[src/rtl/mem_rr_arbiter_pkg.sv]
// ----------------------------------------------------------------------------
// mem_arb_pkg
//   Shared definitions for the node-memory round-robin arbiter: default bus
//   widths, the arbiter state encoding and the base byte addresses of the
//   node-memory regions the routing engines work on.
// ----------------------------------------------------------------------------
package mem_arb_pkg;

    localparam int ADDR_W_DEF   = 11;
    localparam int WORD_W_DEF   = 16;
    localparam int MAX_HOLD_DEF = 15;

    typedef enum logic {
        IDLE   = 1'b0,
        ACCESS = 1'b1
    } arb_state_t;

    // Node-memory region bases (byte addresses, words are big-endian).
    localparam logic [ADDR_W_DEF-1:0] KNOWN_SINKS    = 11'h008;
    localparam logic [ADDR_W_DEF-1:0] NEIGHBOR_ID    = 11'h048;
    localparam logic [ADDR_W_DEF-1:0] SINK_IDS       = 11'h248;
    localparam logic [ADDR_W_DEF-1:0] KNOWN_SINK_CNT = 11'h688;
    localparam logic [ADDR_W_DEF-1:0] NEIGHBOR_CNT   = 11'h68A;
    localparam logic [ADDR_W_DEF-1:0] BETTER_NB_CNT  = 11'h68C;
    localparam logic [ADDR_W_DEF-1:0] SINK_ID_CNT    = 11'h68E;

endpackage

[src/rtl/mem_rr_arbiter_if.sv]
// ----------------------------------------------------------------------------
// mem_rr_arbiter_if
//   Requester-side bus of the node-memory arbiter.
//   req/lock/req_wr   N        per-requester request, lock, write-enable
//   req_addr          N*ADDR_W flat byte addresses, requester i at [i*ADDR_W +: ADDR_W]
//   req_wdata         N*WORD_W flat write data,     requester i at [i*WORD_W +: WORD_W]
//   gnt/ack/err       N        one-hot grant, completion pulse, error pulse
//   rdata             WORD_W   read data of the acked access
//   master: the routing engines; slave: the arbiter.
// ----------------------------------------------------------------------------
interface mem_rr_arbiter_if
    import mem_arb_pkg::*;
#(
    parameter int N      = 4,
    parameter int ADDR_W = ADDR_W_DEF,
    parameter int WORD_W = WORD_W_DEF
);

    logic [N-1:0]        req;
    logic [N-1:0]        lock;
    logic [N*ADDR_W-1:0] req_addr;
    logic [N-1:0]        req_wr;
    logic [N*WORD_W-1:0] req_wdata;
    logic [N-1:0]        gnt;
    logic [N-1:0]        ack;
    logic [N-1:0]        err;
    logic [WORD_W-1:0]   rdata;

    modport master (
        output req, lock, req_addr, req_wr, req_wdata,
        input  gnt, ack, err, rdata
    );

    modport slave (
        input  req, lock, req_addr, req_wr, req_wdata,
        output gnt, ack, err, rdata
    );

endinterface

[src/rtl/mem_rr_arbiter_rr_pick.sv]
// ----------------------------------------------------------------------------
// rr_pick
//   Combinational N-way round-robin picker. Selects the first asserted
//   request at or after ptr, wrapping around to index 0.
//   req    in  N      request vector
//   ptr    in  IDX_W  highest-priority index this round
//   onehot out N      one-hot winner (0 when nothing requested)
//   idx    out IDX_W  winner index
//   any    out 1      at least one request asserted
// ----------------------------------------------------------------------------
module rr_pick #(
    parameter int N     = 4,
    parameter int IDX_W = 2
) (
    input  logic [N-1:0]     req,
    input  logic [IDX_W-1:0] ptr,
    output logic [N-1:0]     onehot,
    output logic [IDX_W-1:0] idx,
    output logic             any
);

    always_comb begin
        // NOTE: every output gets a default before any branch so no path
        // leaves a value unassigned and no latch is inferred.
        onehot = '0;
        idx    = '0;
        any    = 1'b0;
        // First pass covers ptr..N-1, second pass wraps to 0..ptr-1.
        for (int i = 0; i < N; i++) begin
            if (!any && req[i] && (IDX_W'(i) >= ptr)) begin
                any = 1'b1;
                idx = IDX_W'(i);
            end
        end
        for (int i = 0; i < N; i++) begin
            if (!any && req[i]) begin
                any = 1'b1;
                idx = IDX_W'(i);
            end
        end
        for (int i = 0; i < N; i++) begin
            onehot[i] = any && (idx == IDX_W'(i));
        end
    end

endmodule

[src/rtl/mem_rr_arbiter.sv]
// ----------------------------------------------------------------------------
// mem_rr_arbiter
//   Shares the single-port 2048x8 node memory (16-bit big-endian word port,
//   combinational read, write on posedge) between N routing engines.
//   Round-robin grant with an optional lock for atomic multi-word sequences.
//   clock         in   1       system clock, all logic on posedge
//   reset         in   1       synchronous, active-high
//   bus           slave       requester bus (req/lock/addr/wr/wdata, gnt/ack/err/rdata)
//   mem_address   out  ADDR_W to mem.address
//   mem_wr_en     out  1      to mem.wr_en
//   mem_data_in   out  WORD_W to mem.data_in
//   mem_data_out  in   WORD_W from mem.data_out
// ----------------------------------------------------------------------------
module mem_rr_arbiter
    import mem_arb_pkg::*;
#(
    parameter int N        = 4,
    parameter int ADDR_W   = ADDR_W_DEF,
    parameter int WORD_W   = WORD_W_DEF,
    parameter int MAX_HOLD = MAX_HOLD_DEF
) (
    input  logic              clock,
    input  logic              reset,
    mem_rr_arbiter_if.slave   bus,
    output logic [ADDR_W-1:0] mem_address,
    output logic              mem_wr_en,
    output logic [WORD_W-1:0] mem_data_in,
    input  logic [WORD_W-1:0] mem_data_out
);

    localparam int IDX_W  = (N > 1) ? $clog2(N) : 1;
    localparam int HOLD_W = $clog2(MAX_HOLD + 1);

    arb_state_t        state, state_next;
    logic [IDX_W-1:0]  owner, owner_next;
    logic [IDX_W-1:0]  rr_ptr, rr_ptr_next;
    logic [HOLD_W-1:0] hold_cnt, hold_cnt_next;
    logic [N-1:0]      gnt_q, gnt_next;
    logic [N-1:0]      ack_q, ack_next;
    logic [N-1:0]      err_q, err_next;
    logic [WORD_W-1:0] rdata_q, rdata_next;

    logic [N-1:0]      pick_onehot;
    logic [IDX_W-1:0]  pick_idx;
    logic              pick_any;

    logic              own_req;
    logic              own_lock;
    logic              own_wr;
    logic [ADDR_W-1:0] own_addr;
    logic [WORD_W-1:0] own_wdata;
    logic              addr_ok;
    logic              rel;

    assign bus.gnt   = gnt_q;
    assign bus.ack   = ack_q;
    assign bus.err   = err_q;
    assign bus.rdata = rdata_q;

    rr_pick #(
        .N     (N),
        .IDX_W (IDX_W)
    ) u_rr_pick (
        .req    (bus.req),
        .ptr    (rr_ptr),
        .onehot (pick_onehot),
        .idx    (pick_idx),
        .any    (pick_any)
    );

    // Owner's request fields; other requesters are invisible while granted.
    always_comb begin
        own_req   = 1'b0;
        own_lock  = 1'b0;
        own_wr    = 1'b0;
        own_addr  = '0;
        own_wdata = '0;
        for (int i = 0; i < N; i++) begin
            if (owner == IDX_W'(i)) begin
                own_req   = bus.req[i];
                own_lock  = bus.lock[i];
                own_wr    = bus.req_wr[i];
                own_addr  = bus.req_addr[i*ADDR_W +: ADDR_W];
                own_wdata = bus.req_wdata[i*WORD_W +: WORD_W];
            end
        end
    end

    // Words are 16-bit, so only even byte addresses are legal (0x7FF is odd).
    assign addr_ok = ~own_addr[0];

    always_comb begin
        state_next    = state;
        owner_next    = owner;
        rr_ptr_next   = rr_ptr;
        hold_cnt_next = hold_cnt;
        gnt_next      = gnt_q;
        ack_next      = '0;
        err_next      = '0;
        rdata_next    = rdata_q;
        mem_address   = '0;
        mem_wr_en     = 1'b0;
        mem_data_in   = '0;
        rel           = 1'b0;

        case (state)
            IDLE: begin
                if (pick_any) begin
                    owner_next    = pick_idx;
                    gnt_next      = pick_onehot;
                    hold_cnt_next = '0;
                    state_next    = ACCESS;
                end
            end

            ACCESS: begin
                mem_address = own_addr;
                mem_data_in = own_wdata;
                if (own_req) begin
                    hold_cnt_next = '0;
                    if (addr_ok) begin
                        // A write still in flight when reset rises is dropped.
                        mem_wr_en = own_wr && !reset;
                        ack_next  = gnt_q;
                        if (!own_wr) begin
                            rdata_next = mem_data_out;
                        end
                    end else begin
                        err_next = gnt_q;
                    end
                    rel = !own_lock;
                end else if (hold_cnt == HOLD_W'(MAX_HOLD - 1)) begin
                    // Last allowed idle cycle: flag the owner and take the grant back.
                    err_next = gnt_q;
                    rel      = 1'b1;
                end else begin
                    hold_cnt_next = hold_cnt + HOLD_W'(1);
                    rel           = !own_lock;
                end

                if (rel) begin
                    state_next  = IDLE;
                    gnt_next    = '0;
                    // The releasing owner becomes lowest priority next round.
                    rr_ptr_next = (owner == IDX_W'(N - 1)) ? '0 : owner + IDX_W'(1);
                end
            end

            default: begin
                state_next = IDLE;
                gnt_next   = '0;
            end
        endcase
    end

    always_ff @(posedge clock) begin
        // NOTE: state registers use non-blocking assignments so every flop
        // samples the pre-edge values regardless of statement order.
        if (reset) begin
            state    <= IDLE;
            owner    <= '0;
            rr_ptr   <= '0;
            hold_cnt <= '0;
            gnt_q    <= '0;
            ack_q    <= '0;
            err_q    <= '0;
            rdata_q  <= '0;
        end else begin
            state    <= state_next;
            owner    <= owner_next;
            rr_ptr   <= rr_ptr_next;
            hold_cnt <= hold_cnt_next;
            gnt_q    <= gnt_next;
            ack_q    <= ack_next;
            err_q    <= err_next;
            rdata_q  <= rdata_next;
        end
    end

endmodule
[src/flat_wrapper.sv]
// flat-port wrapper written by rule: the top's interface ports become plain ports
module mem_rr_arbiter_flat import mem_arb_pkg::*;
#(
    parameter int N        = 4,
    parameter int ADDR_W   = ADDR_W_DEF,
    parameter int WORD_W   = WORD_W_DEF,
    parameter int MAX_HOLD = MAX_HOLD_DEF
)
  (clock, reset, mem_address, mem_wr_en, mem_data_in, mem_data_out, bus_req, bus_lock, bus_req_addr, bus_req_wr, bus_req_wdata, bus_gnt, bus_ack, bus_err, bus_rdata);
  mem_rr_arbiter_if #(.N(N), .ADDR_W(ADDR_W), .WORD_W(WORD_W)) bus_i ();
  input  logic clock;
  input  logic reset;
  output logic [ADDR_W-1:0] mem_address;
  output logic mem_wr_en;
  output logic [WORD_W-1:0] mem_data_in;
  input  logic [WORD_W-1:0] mem_data_out;
  input wire logic [$bits(bus_i.req)-1:0] bus_req;
  input wire logic [$bits(bus_i.lock)-1:0] bus_lock;
  input wire logic [$bits(bus_i.req_addr)-1:0] bus_req_addr;
  input wire logic [$bits(bus_i.req_wr)-1:0] bus_req_wr;
  input wire logic [$bits(bus_i.req_wdata)-1:0] bus_req_wdata;
  output wire logic [$bits(bus_i.gnt)-1:0] bus_gnt;
  output wire logic [$bits(bus_i.ack)-1:0] bus_ack;
  output wire logic [$bits(bus_i.err)-1:0] bus_err;
  output wire logic [$bits(bus_i.rdata)-1:0] bus_rdata;
  assign bus_i.req = bus_req;
  assign bus_i.lock = bus_lock;
  assign bus_i.req_addr = bus_req_addr;
  assign bus_i.req_wr = bus_req_wr;
  assign bus_i.req_wdata = bus_req_wdata;
  assign bus_gnt = bus_i.gnt;
  assign bus_ack = bus_i.ack;
  assign bus_err = bus_i.err;
  assign bus_rdata = bus_i.rdata;
  mem_rr_arbiter #(.N(N), .ADDR_W(ADDR_W), .WORD_W(WORD_W), .MAX_HOLD(MAX_HOLD)) u_core (.clock(clock), .reset(reset), .bus(bus_i), .mem_address(mem_address), .mem_wr_en(mem_wr_en), .mem_data_in(mem_data_in), .mem_data_out(mem_data_out));
endmodule
[config.mk]
export PLATFORM = sky130hd
export DESIGN_NAME = mem_rr_arbiter_flat
export DESIGN_NICKNAME = d
export VERILOG_FILES = /design/src/rtl/mem_rr_arbiter_pkg.sv /design/src/rtl/mem_rr_arbiter_if.sv /design/src/rtl/mem_rr_arbiter_rr_pick.sv /design/src/rtl/mem_rr_arbiter.sv /design/src/flat_wrapper.sv
export SDC_FILE = /design/constraint.sdc
export NUM_CORES = 1
export LEC_CHECK = 0
export ABC_CLOCK_PERIOD_IN_PS = 2200
export BUFFER_PORTS_ARGS = -buffer_cell sky130_fd_sc_hd__buf_2
export CORE_ASPECT_RATIO = 2
export CORE_UTILIZATION = 39
export DETAILED_ROUTE_END_ITERATION = 6
export PLACE_DENSITY = 0.77
export SYNTH_ARGS = -nofsm -noshare
export SYNTH_HDL_FRONTEND = slang
export SYNTH_HIERARCHICAL = 1
export SYNTH_SLANG_ARGS = --single-unit
export TNS_END_PERCENT = 5
[constraint.sdc]
create_clock -name clock -period 2.2 [get_ports clock]
set_input_delay 0.44 -clock clock [delete_from_list [all_inputs] [get_ports clock]]
set_output_delay 0.44 -clock clock [all_outputs]
set_load 0.005 [all_outputs]
==> results of run 1 <==
## synthesized netlist by cell type, types with 3 or more instances
cell	count	area, um^2
mux2i_1	20	200
ha_1	6	75.1
inv_1	11	41.3
nand2b_1	38	238
nor2_1	11	41.3
nand3_1	5	25.0
nand3b_1	29	218
o32ai_1	4	35.0
clkbuf_1	25	93.8
nor2b_1	8	50.1
a221oi_1	3	26.3
dfxtp_1	37	741
nor3_1	5	25.0
nand2_1	51	191
o21ai_0	28	140
a21oi_1	63	315
buf_1	4	15.0
and2_1	34	213
## worst max-delay path, stage by stage (launching register included)
cell and delay, ns:
dfxtp_4 0.37, inv_4 0.08, ha_4 0.16, buf_4 0.13, nand2b_1 0.07, or2_1 0.23, o211a_2 0.15, nor3_2 0.20
nor2b_2 0.17, buf_2 0.13
## sequential cells by signal, summed over array words and instances (netlist names)
name,flops
u_core/rr_ptr,2
u_core/hold_cnt,4
u_core/bus.gnt,4
u_core/bus.ack,4
u_core/bus.err,4
u_core/owner,2
u_core/bus.rdata,16
u_core/state,1
## cells by family after synthesis
logic type	synth area share, %
flops	24.4
simple gates	36.0
fa+ha+maj	2.47
mux	6.96
buf+inv	6.84
compound gates	23.3
## stage by stage
| step | setup WS, ns | hold slack [ns] | TNS, ns | power (mW) | utilization, % |
|---|---|---|---|---|---|
| final | -0.212 | 0.411 | -3.06 | 2.45 | 59.3 |
| after global routing | -0.332 | 0.416 | -8.24 | 2.58 | 59.3 |
| after CTS | -0.198 | 0.410 | -2.96 | 2.43 | 58.8 |
| after detailed placement | -0.0464 | 0.465 | -0.0464 | 1.59 | 55.7 |
| after global placement | 0.0276 | 0.456 | 0 | 1.57 | 55.7 |
| after floorplan | -0.0738 | 0.465 | -0.738 | 1.25 | - |
## layer usage
layer,global-route usage [%],vias to the layer above
li1,-,1819
met1,21.8,1639
met2,49.9,155
met3,4.41,21
met4,8.50,0
met5,0,-
## layout by cell type (no fill, tap or decap), drive strengths merged, types with 2 or more instances in the layout
cell and n:
or2 3, dfxtp 37, buf 219, o32ai 4
nor2 12, a221oi 3, and2 34, o221a 2
nor2b 8, o21ai 28, nand3 5, clkbuf 5
nand2 53, nand2b 38, nor3 5, a21boi 2
a22oi 2, a21oi 63, nor3b 2, and2b 3
mux2i 20, a311oi 2, nand3b 29, inv 12
ha 6
## worst paths after layout
check	slack, ns	endpoint	cells after the start
worst max-delay path	-0.21	mem_wr_en	9
worst min-delay path	0.41	u_core/bus.rdata[8]	3
worst max register to register	-0.09	u_core/bus.rdata[2]	10
worst min register to register	0.47	u_core/bus.rdata[0]	2
## final cells by class
cell class,instances,area (um^2)
Tap cell,94,118
Sequential cell,37,748
Fill cell,688,3070
Multi-Input combinational cell,337,2170
Timing Repair Buffer,219,1230
Clock buffer,5,125
Clock inverter,3,43.8
Inverter,11,43.8
## repair_timing
item                       in CTS  in global routing
resized for setup               9                 10
hold endpoints to repair        0                  0
pin swaps                       4                  1
gates cloned                    0                  0
hold buffers                    0                  0
setup endpoints to repair      30                 50
setup buffers                   4                  0
## power by group
group	switching (mW)	total [mW]	internal, mW	leakage [nW]
logic	0.423	0.886	0.463	1.69
clock network	0.288	0.824	0.536	0.0842
registers	0.0370	0.738	0.701	0.301
total	0.748	2.45	1.70	2.07
==> flow_metrics.tcl, run 1 <==
set metrics [dict create \
    status "finished with violations" \
    violations "setup timing" \
    io_buffers 193 \
    peakVddDrop_mv 0.576 \
    rows 45 \
    drc 0 \
    fmax_mhz 415 \
    synth_nets 566 \
    min_period_over_period_pct 110 \
    slew_headroom_pct 65.2 \
    synth-async-reset-ratio_pct 0 \
    antenna_found_initial 0 \
    dp_cells 694 \
    die_h_um 127 \
    synth_edf_count 0 \
    power_leakage_nw 2.07 \
    slew_viol_final 0 \
    dr.pass1.iters 6 \
    antenna_left 0 \
    syn_inst 422 \
    cp_max_fo 4 \
    cp-start-kind "flip-flop" \
    cts.clk_slew.worst_paths_ns 0.06 \
    rsz0062_at_grt "true" \
    grt_overflow 0 \
    area_growth_pct 47.4 \
    gp_congestion 0.938 \
    synth.yosys.seq_area_share_pct 24.4 \
    fin_area_um2 4480 \
    final_cells 706 \
    ys_ff_latch 37 \
    cts_root_buffer "clkbuf_16" \
    avgSynthCellArea_um2 7.20 \
    chipWidth_um 64.4 \
    min_from "mem_data_out[8]" \
    fin_worst_skew_ns 0.00553 \
    top_signal_layer_used "met4" \
    crit_start "u_core/owner[0]" \
    dp_hpwl_um 7860 \
    critical_path_class "flip-flop to primary output" \
    wl_met2_um 5630 \
    wl_met3_um 648 \
    vias 3634 \
    setup_viol 44 \
    cts.sinks 37 \
    wl_per_cell_um 14.2 \
    viasPerCell 5.15 \
    grt_max_degree 53 \
    synth_cell_types 48 \
    yosys_warnings 6 \
    grt_pass1_vias 3462 \
    nNetsFinal 755 \
    worst_slew_pin_slew_ns 0.521 \
    numCtsBuffers 5 \
    fin_crit_ns 2.41 \
    layout-drive-gt1-share_pct 41.7 \
    p_per_area_nw_per_um2 547 \
    setup_ws_ns -0.212 \
    coreArea_um2 7540 \
    dpl-instance-area_um2 4200 \
    hold_path_class "input port to flip-flop" \
    diodes 0 \
    cts_tree "done" \
    routed_wl_um 10000 \
    finalHoldViolCount 0 \
    track_usage_pct 24.1 \
    cap_violations 0 \
    arrival_ns 1.97 \
    clockBufferDepth 2 \
    wl_met1_um 3500 \
    ys.flop_type "dfxtp_1" \
    htree_levels 2 \
    worstSkewPairLatency_ns 0.29 \
    end_kind "primary output" \
    mappedNetlistArea_um2 3040 \
    die_area_um2 8160 \
    timing.rr.start "u_core/owner[0]" \
    start_util_pct 40.2 \
    cp.required_ns 1.76 \
    drt_iter0_drc 148 \
    grt_pass1_wl_um 15600 \
    io_pins 194 \
]
Power figures use the tool's default switching activity.
==> run 2: changes to the inputs <==
CORE_ASPECT_RATIO = default   (was 2)
==> run 2 against run 1 <==
The run still ends with setup timing left. First-iteration DRC count up 16%. Final cell count increased by 0.42%. Non-clock buffer count down 3. Sequential cell count unchanged.
==> flow_metrics.tcl, run 2 (synthesis gave the netlist of run 1 again) <==
set metrics [dict create \
    antenna_found_initial 1 \
    cp.required_ns 1.76 \
    min_to "u_core/bus.rdata[11]" \
    top_usage_layer "met2" \
    finalHoldViolCount 0 \
    min_from "mem_data_out[11]" \
    p_int_mw 1.40 \
    largest_register_ffs 16 \
    io_buffers 193 \
    gp_congestion 0.851 \
    grt_use_met2_pct 41.5 \
    drc 0 \
    use_met1_pct 27.9 \
    min_period_over_period_pct 108 \
    cp_max_fo 5 \
    r2r_cells 8 \
    nNetsFinal 752 \
    layout_commonest_cell "buf_2" \
    status "finished with violations" \
    worstPathCellList "inv_4 -> ha_4 -> nand3b_1 -> a311oi_4 -> nand2_2 -> nor3_4 -> nor2b_1 -> buf_2" \
    dr.pass1.iters 5 \
    die_h_um 90.2 \
    p_sw_mw 0.705 \
    fmax_mhz 419 \
    dp_hpwl_um 7350 \
    track_usage_pct 23.0 \
    setup_ws_ns -0.185 \
    drt_iter0_drc 172 \
    layout-drive-gt1-share_pct 41.2 \
    grt_pass1_vias 3296 \
    antenna_left 0 \
    final_cells 709 \
    cp_slowest_cell "dfxtp_4" \
    grt_overflow 0 \
    grt_max_degree 55 \
    rrSetupSlack_ns -0.04 \
    worstSkewPairLatency_ns 0.29 \
    fin_worst_skew_ns 0.00929 \
    clkPwrFrac_pct 21.6 \
    routed_wl_um 9890 \
    start_util_pct 41.0 \
    most-common-layout-cells "buf_2 (193), a21oi_1 (59), nand2_1 (51)" \
    nFillCells 705 \
    cap_violations 0 \
    grt_use_met3_pct 3.72 \
    cts.clk_slew.worst_paths_ns 0.08 \
    io_pins 194 \
    numCtsBuffers 5 \
    coreArea_um2 7410 \
    vias 3642 \
    fin_area_um2 4400 \
    cts_root_buffer "clkbuf_8" \
    setup_viol 46 \
    slew_headroom_pct 67.1 \
    crit_path_max_incr_delay_ns 0.38 \
    rows 31 \
    combPwrFrac_pct 43.5 \
    hold_buffers 0 \
    power_leakage_nw 2.03 \
    cp-start-kind "flip-flop" \
    critical_path_class "flip-flop to primary output" \
    rsz0062_at_grt "true" \
    viasPerCell 5.14 \
    hold_path_class "input port to flip-flop" \
    violations "setup timing" \
    wl_per_cell_um 14.0 \
    dpl-instance-area_um2 4160 \
    cts.sinks 37 \
    chipWidth_um 90.2 \
    p_sw_share_pct 33.5 \
    timing.rr.start "u_core/owner[0]" \
    area_growth_pct 44.7 \
    r2r-end "u_core/rr_ptr[0]" \
    htree_levels 2 \
    p_per_area_nw_per_um2 478 \
    arrival_ns 1.94 \
    dp_cells 693 \
    peakVddDrop_mv 0.337 \
    fin_crit_ns 2.38 \
    end_kind "primary output" \
    die_area_um2 8140 \
    slew_viol_final 0 \
    worst_slew_pin_slew_ns 0.493 \
    pwr-share-seq_pct 34.9 \
    holdPathStages 3 \
    grt_pass1_wl_um 15700 \
    cts_tree "done" \
    clockBufferDepth 2 \
]
-- run 2: cell count changes in the layout (fill, tap and decap cells not counted), moves of 3 or more --
| cell | before | now |
|---|---|---|
| a21oi_1 | 62 | 59 |
| a21oi_2 | 1 | 4 |
| buf_4 | 21 | 14 |
| buf_6 | 0 | 3 |
| clkbuf_16 | 5 | 1 |
| clkbuf_8 | 0 | 5 |
| o21ai_0 | 25 | 5 |
| o21ai_1 | 3 | 23 |
-- run 2: power groups by stage --
stage                     Clock [mW]  Sequential, mW  Combinational [mW]
after global placement             0           0.746               0.800
after floorplan                    0           0.738               0.512
after global routing           0.502           0.741                1.00
after detailed placement           0           0.747               0.821
final                          0.455           0.734               0.914
after CTS                      0.469           0.733               0.855
-- run 2: timing repair --
item / CTS / global route
setup endpoints to repair: 28 / 54
buffers inserted: 2 / 4
cloned: 0 / 1
resized for setup: 28 / 11
pin swaps: 22 / 6
-- run 2: per-stage QoR --
| step | utilization [%] | setup slack, ns | TNS (ns) | hold slack [ns] | power [mW] |
|---|---|---|---|---|---|
| floorplan | - | -0.0738 | -0.738 | 0.465 | 1.25 |
| global placement | 56.2 | 0.0491 | 0 | 0.455 | 1.55 |
| detailed placement | 56.2 | 0.0105 | 0 | 0.461 | 1.57 |
| CTS | 57.9 | -0.166 | -1.49 | 0.395 | 2.06 |
| global route | 59.3 | -0.316 | -8.43 | 0.392 | 2.25 |
| finish | 59.3 | -0.185 | -2.95 | 0.399 | 2.10 |
-- run 2: area by class of cell --
type	count	area, um^2	area share (%)
Clock buffer	6	72.6	1.65
Tap cell	99	124	2.82
Timing Repair Buffer	216	1220	27.9
Antenna cell	1	2.50	0.0569
Inverter	11	46.3	1.05
Multi-Input combinational cell	337	2170	49.3
Sequential cell	37	748	17.0
Clock inverter	2	10.0	0.228
-- run 2: worst max-delay path by stage --
stage | startpoint | end | slack, ns | depth (start not counted)
floorplan | u_core/owner[0] | u_core/bus.rdata[10] | -0.07 | 9
global placement | u_core/owner[1] | mem_wr_en | 0.05 | 8
detailed placement | u_core/owner[1] | mem_wr_en | 0.01 | 8
CTS | u_core/owner[1] | mem_wr_en | -0.17 | 8
global route | u_core/owner[1] | mem_wr_en | -0.32 | 8
finish | u_core/owner[1] | mem_wr_en | -0.18 | 8
-- run 2: worst max-delay path, delay by kind of cell (launching register included) --
family	cells	cell delay [ns]
flops	1	0.38
compound gates	1	0.32
buf+inv	2	0.17
fa+ha+maj	1	0.18
simple gates	4	0.61
-- run 2: layer usage --
metal / part of all wire [%] / wire [um] / up-vias
met2: 51 / 5000 / 170
met1: 42 / 4130 / 1637
met5: 0 / 0 / -
li1: - / - / 1818
met4: 1.6 / 157 / 0
met3: 6.1 / 602 / 17
